--- config.mk ---
export PLATFORM = sky130hd
export DESIGN_NAME = quotient_reconstructor_flat
export DESIGN_NICKNAME = d
export VERILOG_FILES = /design/src/rtl/compare_div_pkg.sv /design/src/rtl/quotient_reconstructor_if.sv /design/src/rtl/shift_add_step.sv /design/src/rtl/quotient_reconstructor.sv /design/src/flat_wrapper.sv
export SDC_FILE = /design/constraint.sdc
export NUM_CORES = 1
export LEC_CHECK = 0
export ABC_AREA = 1
export CAP_MARGIN = 20
export CORE_ASPECT_RATIO = 2
export CORE_MARGIN = 2
export CORE_UTILIZATION = 61
export DETAILED_ROUTE_END_ITERATION = 12
export HOLD_SLACK_MARGIN = 0.12
export PLACE_DENSITY = 0.86
export SLEW_MARGIN = 20
export SYNTH_ARGS = -nofsm -noshare
export SYNTH_HDL_FRONTEND = slang
export SYNTH_SLANG_ARGS = --single-unit
--- constraint.sdc ---
create_clock -name clk -period 10.9 [get_ports clk]
set_input_delay 2.18 -clock clk [delete_from_list [all_inputs] [get_ports clk]]
set_output_delay 2.18 -clock clk [all_outputs]
set_load 0.01 [all_outputs]
--- src/rtl/compare_div_pkg.sv ---
// rtl/compare_div_pkg.sv - shared widths, state encoding and iteration count for the divider back-check
package compare_div_pkg;

  localparam int A_W      = 16;  // dividend and product width
  localparam int B_W      = 8;   // divisor width
  localparam int Q_W      = 8;   // quotient width
  localparam int ITER_CNT = Q_W; // one shift-add iteration per quotient bit

  typedef enum logic [1:0] {
    IDLE = 2'd0,
    MUL  = 2'd1,
    FIN  = 2'd2
  } state_t;

endpackage

--- src/rtl/quotient_reconstructor_if.sv ---
// rtl/quotient_reconstructor_if.sv - request/result bundle for the quotient back-check
// Ports (master = requester, slave = quotient_reconstructor):
//   start, a, b, q             : request and operands, driven by master
//   busy, done, prod, resid,
//   ok, bz                     : status and results, driven by slave
interface quotient_reconstructor_if #(
  parameter int A_W = compare_div_pkg::A_W,
  parameter int B_W = compare_div_pkg::B_W,
  parameter int Q_W = compare_div_pkg::Q_W
);

  logic           start;
  logic [A_W-1:0] a;
  logic [B_W-1:0] b;
  logic [Q_W-1:0] q;
  logic           busy;
  logic           done;
  logic [A_W-1:0] prod;
  logic [A_W:0]   resid;
  logic           ok;
  logic           bz;

  modport master (
    output start, a, b, q,
    input  busy, done, prod, resid, ok, bz
  );

  modport slave (
    input  start, a, b, q,
    output busy, done, prod, resid, ok, bz
  );

endinterface

--- src/rtl/shift_add_step.sv ---
// rtl/shift_add_step.sv - one combinational shift-add multiply iteration
// Ports:
//   acc, b_sh, q_sh            : current accumulator, shifted divisor, shifted quotient
//   acc_n, b_sh_n, q_sh_n      : values after this iteration
module shift_add_step
  import compare_div_pkg::*;
(
  input  logic [A_W-1:0] acc,
  input  logic [A_W-1:0] b_sh,
  input  logic [Q_W-1:0] q_sh,
  output logic [A_W-1:0] acc_n,
  output logic [A_W-1:0] b_sh_n,
  output logic [Q_W-1:0] q_sh_n
);

  // 255*255 fits in A_W bits, so the add never wraps for legal operands.
  assign acc_n  = q_sh[0] ? (acc + b_sh) : acc;
  assign b_sh_n = b_sh << 1;
  assign q_sh_n = q_sh >> 1;

endmodule

--- src/rtl/quotient_reconstructor.sv ---
// rtl/quotient_reconstructor.sv - rebuilds q*b and reports residual a-q*b and exact-floor flag
// Ports:
//   clk  : clock, all state on rising edge
//   rst  : asynchronous active-high reset
//   bus  : quotient_reconstructor_if.slave (start/a/b/q in; busy/done/prod/resid/ok/bz out)
module quotient_reconstructor
  import compare_div_pkg::*;
(
  input  logic                      clk,
  input  logic                      rst,
  quotient_reconstructor_if.slave   bus
);

  localparam int CNT_W = $clog2(ITER_CNT + 1);

  state_t         state, state_n;

  logic [A_W-1:0] a_r;
  logic [B_W-1:0] b_r;
  logic [A_W-1:0] acc, b_sh;
  logic [Q_W-1:0] q_sh;
  logic [CNT_W-1:0] cnt;

  logic [A_W-1:0] acc_n, b_sh_n;
  logic [Q_W-1:0] q_sh_n;

  logic           busy_r, done_r, ok_r, bz_r;
  logic [A_W-1:0] prod_r;
  logic [A_W:0]   resid_r;

  logic           last_iter;
  logic [A_W:0]   resid_c;
  logic           bz_c, ok_c;

  shift_add_step u_step (
    .acc    (acc),
    .b_sh   (b_sh),
    .q_sh   (q_sh),
    .acc_n  (acc_n),
    .b_sh_n (b_sh_n),
    .q_sh_n (q_sh_n)
  );

  assign last_iter = (cnt == CNT_W'(ITER_CNT - 1));

  // Residual is computed one bit wider so an over-large quotient shows up negative.
  assign resid_c = {1'b0, a_r} - {1'b0, acc};
  assign bz_c    = (b_r == '0);
  assign ok_c    = !bz_c && !resid_c[A_W] && (resid_c < {{(A_W + 1 - B_W){1'b0}}, b_r});

  always_ff @(posedge clk or posedge rst) begin
    if (rst) state <= IDLE;
    else     state <= state_n;
  end

  // busy mirrors "not in IDLE", so checking for IDLE is the same as sampling
  // start only while busy is low.
  always_comb begin
    state_n = state;
    case (state)
      IDLE:    if (bus.start) state_n = (bus.b == '0) ? FIN : MUL;
      MUL:     if (last_iter) state_n = FIN;
      FIN:     state_n = IDLE;
      default: state_n = IDLE;
    endcase
  end

  always_ff @(posedge clk or posedge rst) begin
    if (rst) begin
      a_r  <= '0;
      b_r  <= '0;
      acc  <= '0;
      b_sh <= '0;
      q_sh <= '0;
      cnt  <= '0;
    end else begin
      if (state == IDLE && bus.start) begin
        a_r  <= bus.a;
        b_r  <= bus.b;
        b_sh <= A_W'(bus.b);
        q_sh <= bus.q;
        acc  <= '0;
        cnt  <= '0;
      end else if (state == MUL) begin
        acc  <= acc_n;
        b_sh <= b_sh_n;
        q_sh <= q_sh_n;
        cnt  <= cnt + 1'b1;
      end
    end
  end

  // Results only change in FIN; they hold across IDLE/MUL until the next done.
  always_ff @(posedge clk or posedge rst) begin
    if (rst) begin
      busy_r  <= 1'b0;
      done_r  <= 1'b0;
      prod_r  <= '0;
      resid_r <= '0;
      ok_r    <= 1'b0;
      bz_r    <= 1'b0;
    end else begin
      busy_r <= (state_n != IDLE);
      done_r <= (state == FIN);
      if (state == FIN) begin
        prod_r  <= acc;
        resid_r <= resid_c;
        ok_r    <= ok_c;
        bz_r    <= bz_c;
      end
    end
  end

  assign bus.busy  = busy_r;
  assign bus.done  = done_r;
  assign bus.prod  = prod_r;
  assign bus.resid = resid_r;
  assign bus.ok    = ok_r;
  assign bus.bz    = bz_r;

endmodule

--- src/flat_wrapper.sv ---
// flat-port wrapper written by rule: the top's interface ports become plain ports
module quotient_reconstructor_flat import compare_div_pkg::*;
  (clk, rst, bus_start, bus_a, bus_b, bus_q, bus_busy, bus_done, bus_prod, bus_resid, bus_ok, bus_bz);
  quotient_reconstructor_if bus_i ();
  input  logic clk;
  input  logic rst;
  input wire logic [$bits(bus_i.start)-1:0] bus_start;
  input wire logic [$bits(bus_i.a)-1:0] bus_a;
  input wire logic [$bits(bus_i.b)-1:0] bus_b;
  input wire logic [$bits(bus_i.q)-1:0] bus_q;
  output wire logic [$bits(bus_i.busy)-1:0] bus_busy;
  output wire logic [$bits(bus_i.done)-1:0] bus_done;
  output wire logic [$bits(bus_i.prod)-1:0] bus_prod;
  output wire logic [$bits(bus_i.resid)-1:0] bus_resid;
  output wire logic [$bits(bus_i.ok)-1:0] bus_ok;
  output wire logic [$bits(bus_i.bz)-1:0] bus_bz;
  assign bus_i.start = bus_start;
  assign bus_i.a = bus_a;
  assign bus_i.b = bus_b;
  assign bus_i.q = bus_q;
  assign bus_busy = bus_i.busy;
  assign bus_done = bus_i.done;
  assign bus_prod = bus_i.prod;
  assign bus_resid = bus_i.resid;
  assign bus_ok = bus_i.ok;
  assign bus_bz = bus_i.bz;
  quotient_reconstructor u_core (.clk(clk), .rst(rst), .bus(bus_i));
endmodule
==> out/metrics.csv <==
stage;metric;value;unit
yosys;synth_ff_type;dfrtp_1;
routing;dr.pass1.iters;5;
critical_path;regToRegStartpoint;u_core.acc[0];
pwr;switchingPower;0.001198;W
routing;dr.max_layer_used;met4;
die;io_pins;72;
die;core_area;9699;um2
routing;viasPerCell;5.606;
yosys;synth.avg_cell_area;7.885;um2
pwr;swShare;48.56;%
yosys;ys_types;41;
yosys;syn_nets;844;
timing;fin_crit_sh;39.84;%
global_routing;grt_pass1_vias;5605;
timing;timing.fmax;230.3;MHz
cts;cts_tree;built;
final_layout;fill_cells;758;
critical_path;critPathSlowestCell;inv_2;
yosys;synth_top_area_share;44.21;%
pwr;vdd_drop_max;0.0002247;V
global_routing;grt_usage;31.40;%
pwr;pwr-share-seq;27.0;%
routing;route.met3.wl;598;um
yosys;ys_ff_latch;107;
yosys;yosys_warnings;0;
hold_path;worst_hold_startpoint;u_core.bus.resid[4];
critical_path;crit_path_start_kind;input port;
die;die_area;10790;um2
die;initial_core_util;62.44;%
routing;drt_iter0_markers;354;
final_layout;finalCoreUtilization;73.66;%
critical_path;crit_fanout;49;
timing;final.setup.tns;0;ns
pwr;p_comb_share;60.1;%
cts;cts_max_level;3;
global_routing;grt_max_degree;79;
routing;postRouteAntennaNets;0;
yosys;ys_seq_area_share;44.21;%
final_layout;area_growth;17.98;%
die;die_y;144.9;um
timing;rsz0062_at_grt;no;
cts;post_cts_buffers;0;
routing;vias;5438;
critical_path;critPathRequiredTime;11.15;ns
cts;path_clk_slew;0.08;ns
yosys;synth_area;6056;um2
pwr;power_frac_clock;12.9;%
critical_path;worst-path-buf-inv;4;
outcome;status;completed;
yosys;synthMostInstantiatedCell;nand2_1;
critical_path;cp.arrival;4.59;ns
routing;drc;0;
critical_path;crit_top_cell;inv_2;
pwr;powerDensity;345.4;nW/um2
cts;numClockSinks;107;
routing;wl_met2;8.587;mm
hold_path;whs_endpoint;u_core.bus.resid[4];
cts;ctsResizeCount;0;
global_routing;antenna_found_initial;0;
final_layout;nets;909;
hold_path;whs_path_depth;2;
cts;holdBufCountCts;0;
critical_path;cp-end-kind;flop;
yosys;ys_top_cells_by_count;nand2_1, dfrtp_1, inv_1;
routing;m1WireLength;5.704;mm
yosys;synthCells;768;
critical_path;slowest_delay;0.75;ns
cts;numCtsBuffers;9;
die;num_rows;51;
yosys;synthTopCellsByArea;dfrtp_1, nand2_1, ha_1, inv_1, o21ai_0;
yosys;synth-async-reset-ratio;100.0;%
placed_design;place.gp.congestion;0.9143;
flow_run;drv_cap;0;
timing;clock_skew;0.01042;ns
timing;slew_violations;0;
cts;cts.root.buffer_cell;clkbuf_16;
timing;finalSetupViolations;0;
critical_path;regToRegSetupSlack;7.94;ns
critical_path;r2r_cells;21;
timing;min_period;4.342;ns
global_routing;grt.overflow.total;0;
pwr;internal-power;0.001269;W
cts;cts.path.max_buffers;2;
routing;routed_wl;15.88;mm
cts;clkLatencyLatePin;0.35;ns
yosys;synth_top_area_cell;dfrtp_1;
hold_path;hold_path_class;flop to flop;
critical_path;rr_endpoint;u_core.bus.ok;
die;die_width;74.46;um
timing;finalHoldViolCount;0;
final_layout;num_antenna_cells;0;
critical_path;worstSetupPathType;input port to flop;
critical_path;cp_top_family;buffers and inverters;
timing;tightest_slew;0.9657;ns
routing;wire_per_inst;16.37;um
placed_design;io_buffers;71;
global_routing;grt_pass1_wl;26.00;mm
pwr;p_leak;3.553;nW
final_layout;drive_above_1_share;6.563;%
placed_design;dp.final_hpwl;12.21;mm
timing;maxSlewHeadroom;35.62;%
yosys;synth_edf_count;0;
critical_path;crit_path_cell_trace;clkdlybuf4s50_1 > nand3_2 > inv_2 > nor2_4 > inv_2 > o211ai_2 > o21ai_1 > inv_2;
worst max-delay path by stage:
stage | to | startpoint | cells after the start
after floorplan | u_core.a_r[0] | rst | 1
after global placement | u_core.b_sh[7] | bus_start | 8
after detailed placement | u_core.b_sh[7] | bus_start | 8
after CTS | u_core.b_sh[7] | bus_start | 8
after global routing | u_core.b_sh[7] | bus_start | 8
final | u_core.b_sh[7] | bus_start | 8
cell type report:
class	instances	area, um2	share of cell area (%)
Inverter	104	392.9	5.499
Clock inverter	6	58.81	0.8231
Timing Repair Buffer	72	718.2	10.05
Clock buffer	10	229.0	3.205
Multi-Input combinational cell	539	2903	40.63
Tap cell	132	165.2	2.312
Sequential cell	107	2678	37.48
power by group through the flow:
stage	Combinational (W)	Sequential, W	Clock, W
2_1_floorplan	0.00102	0.000664	0
3_3_place_gp	0.00139	0.000665	0
3_5_place_dp	0.00145	0.000672	0
4_1_cts	0.00146	0.000665	0.000320
5_1_grt	0.00166	0.000681	0.000336
6_report	0.00148	0.000667	0.000318
worst reg2reg max path: cells and delay by family, from the launching register on:
family	cells	cell delay, ns
XOR/XNOR	1	0.27
flip-flops	1	0.41
buffers and inverters	2	0.18
adder cells (fa/ha/maj)	3	0.99
AND/OR/NAND/NOR	15	0.99
sequential cells by signal, indices dropped and copies added (netlist names), 2 cells and up:
signal	count
u_core.a_r	16
u_core.acc	16
u_core.b_r	8
u_core.b_sh	16
u_core.bus.prod	16
u_core.bus.resid	17
u_core.cnt	4
u_core.q_sh	8
u_core.state	2
cell families after synthesis:
logic type	share of synthesized area, %
AO/OA/AOI/OAI	13.55
flip-flops	44.21
adder cells (fa/ha/maj)	8.719
AND/OR/NAND/NOR	24.07
XOR/XNOR	1.591
buffers and inverters	7.851
routing by layer:
layer / vias up / track usage (%)
met2: 187 / 54.60
li1: 2613 / -
met3: 69 / 4.583
met1: 2569 / 35.12
met4: 0 / 17.23
met5: - / 0
cell usage in the layout, fill, tap and decap left out, types with 4 or more instances in the layout:
| cell | instances |
|---|---|
| o211ai_1 | 4 |
| o21ai_0 | 40 |
| nand4_1 | 6 |
| a21oi_1 | 26 |
| o22ai_1 | 14 |
| nor2_1 | 44 |
| clkbuf_16 | 9 |
| a21oi_2 | 5 |
| inv_1 | 91 |
| xor2_1 | 6 |
| nand3b_1 | 4 |
| o21bai_1 | 5 |
| inv_2 | 12 |
| nand2_2 | 6 |
| nand2_1 | 244 |
| o21ai_1 | 34 |
| ha_1 | 39 |
| nand3_1 | 22 |
| xnor2_1 | 5 |
| dfrtp_1 | 107 |
| clkdlybuf4s50_1 | 71 |
| a31oi_1 | 4 |
through the flow:
stage          area [um2]  hold WS, ns  setup WS (ns)  std cells  power [W]
2_1_floorplan        6056       0.4528          5.903        768   0.001683
3_3_place_gp         6857       0.4638          6.269        954   0.002052
3_5_place_dp         6857       0.4660          6.215        954   0.002118
4_1_cts              7144       0.4856          6.564        970   0.002444
5_1_grt              7144       0.5164          6.355        970   0.002677
6_report             7144       0.4846          6.558        970   0.002468
No activity file was read; power rests on OpenSTA's default activity.
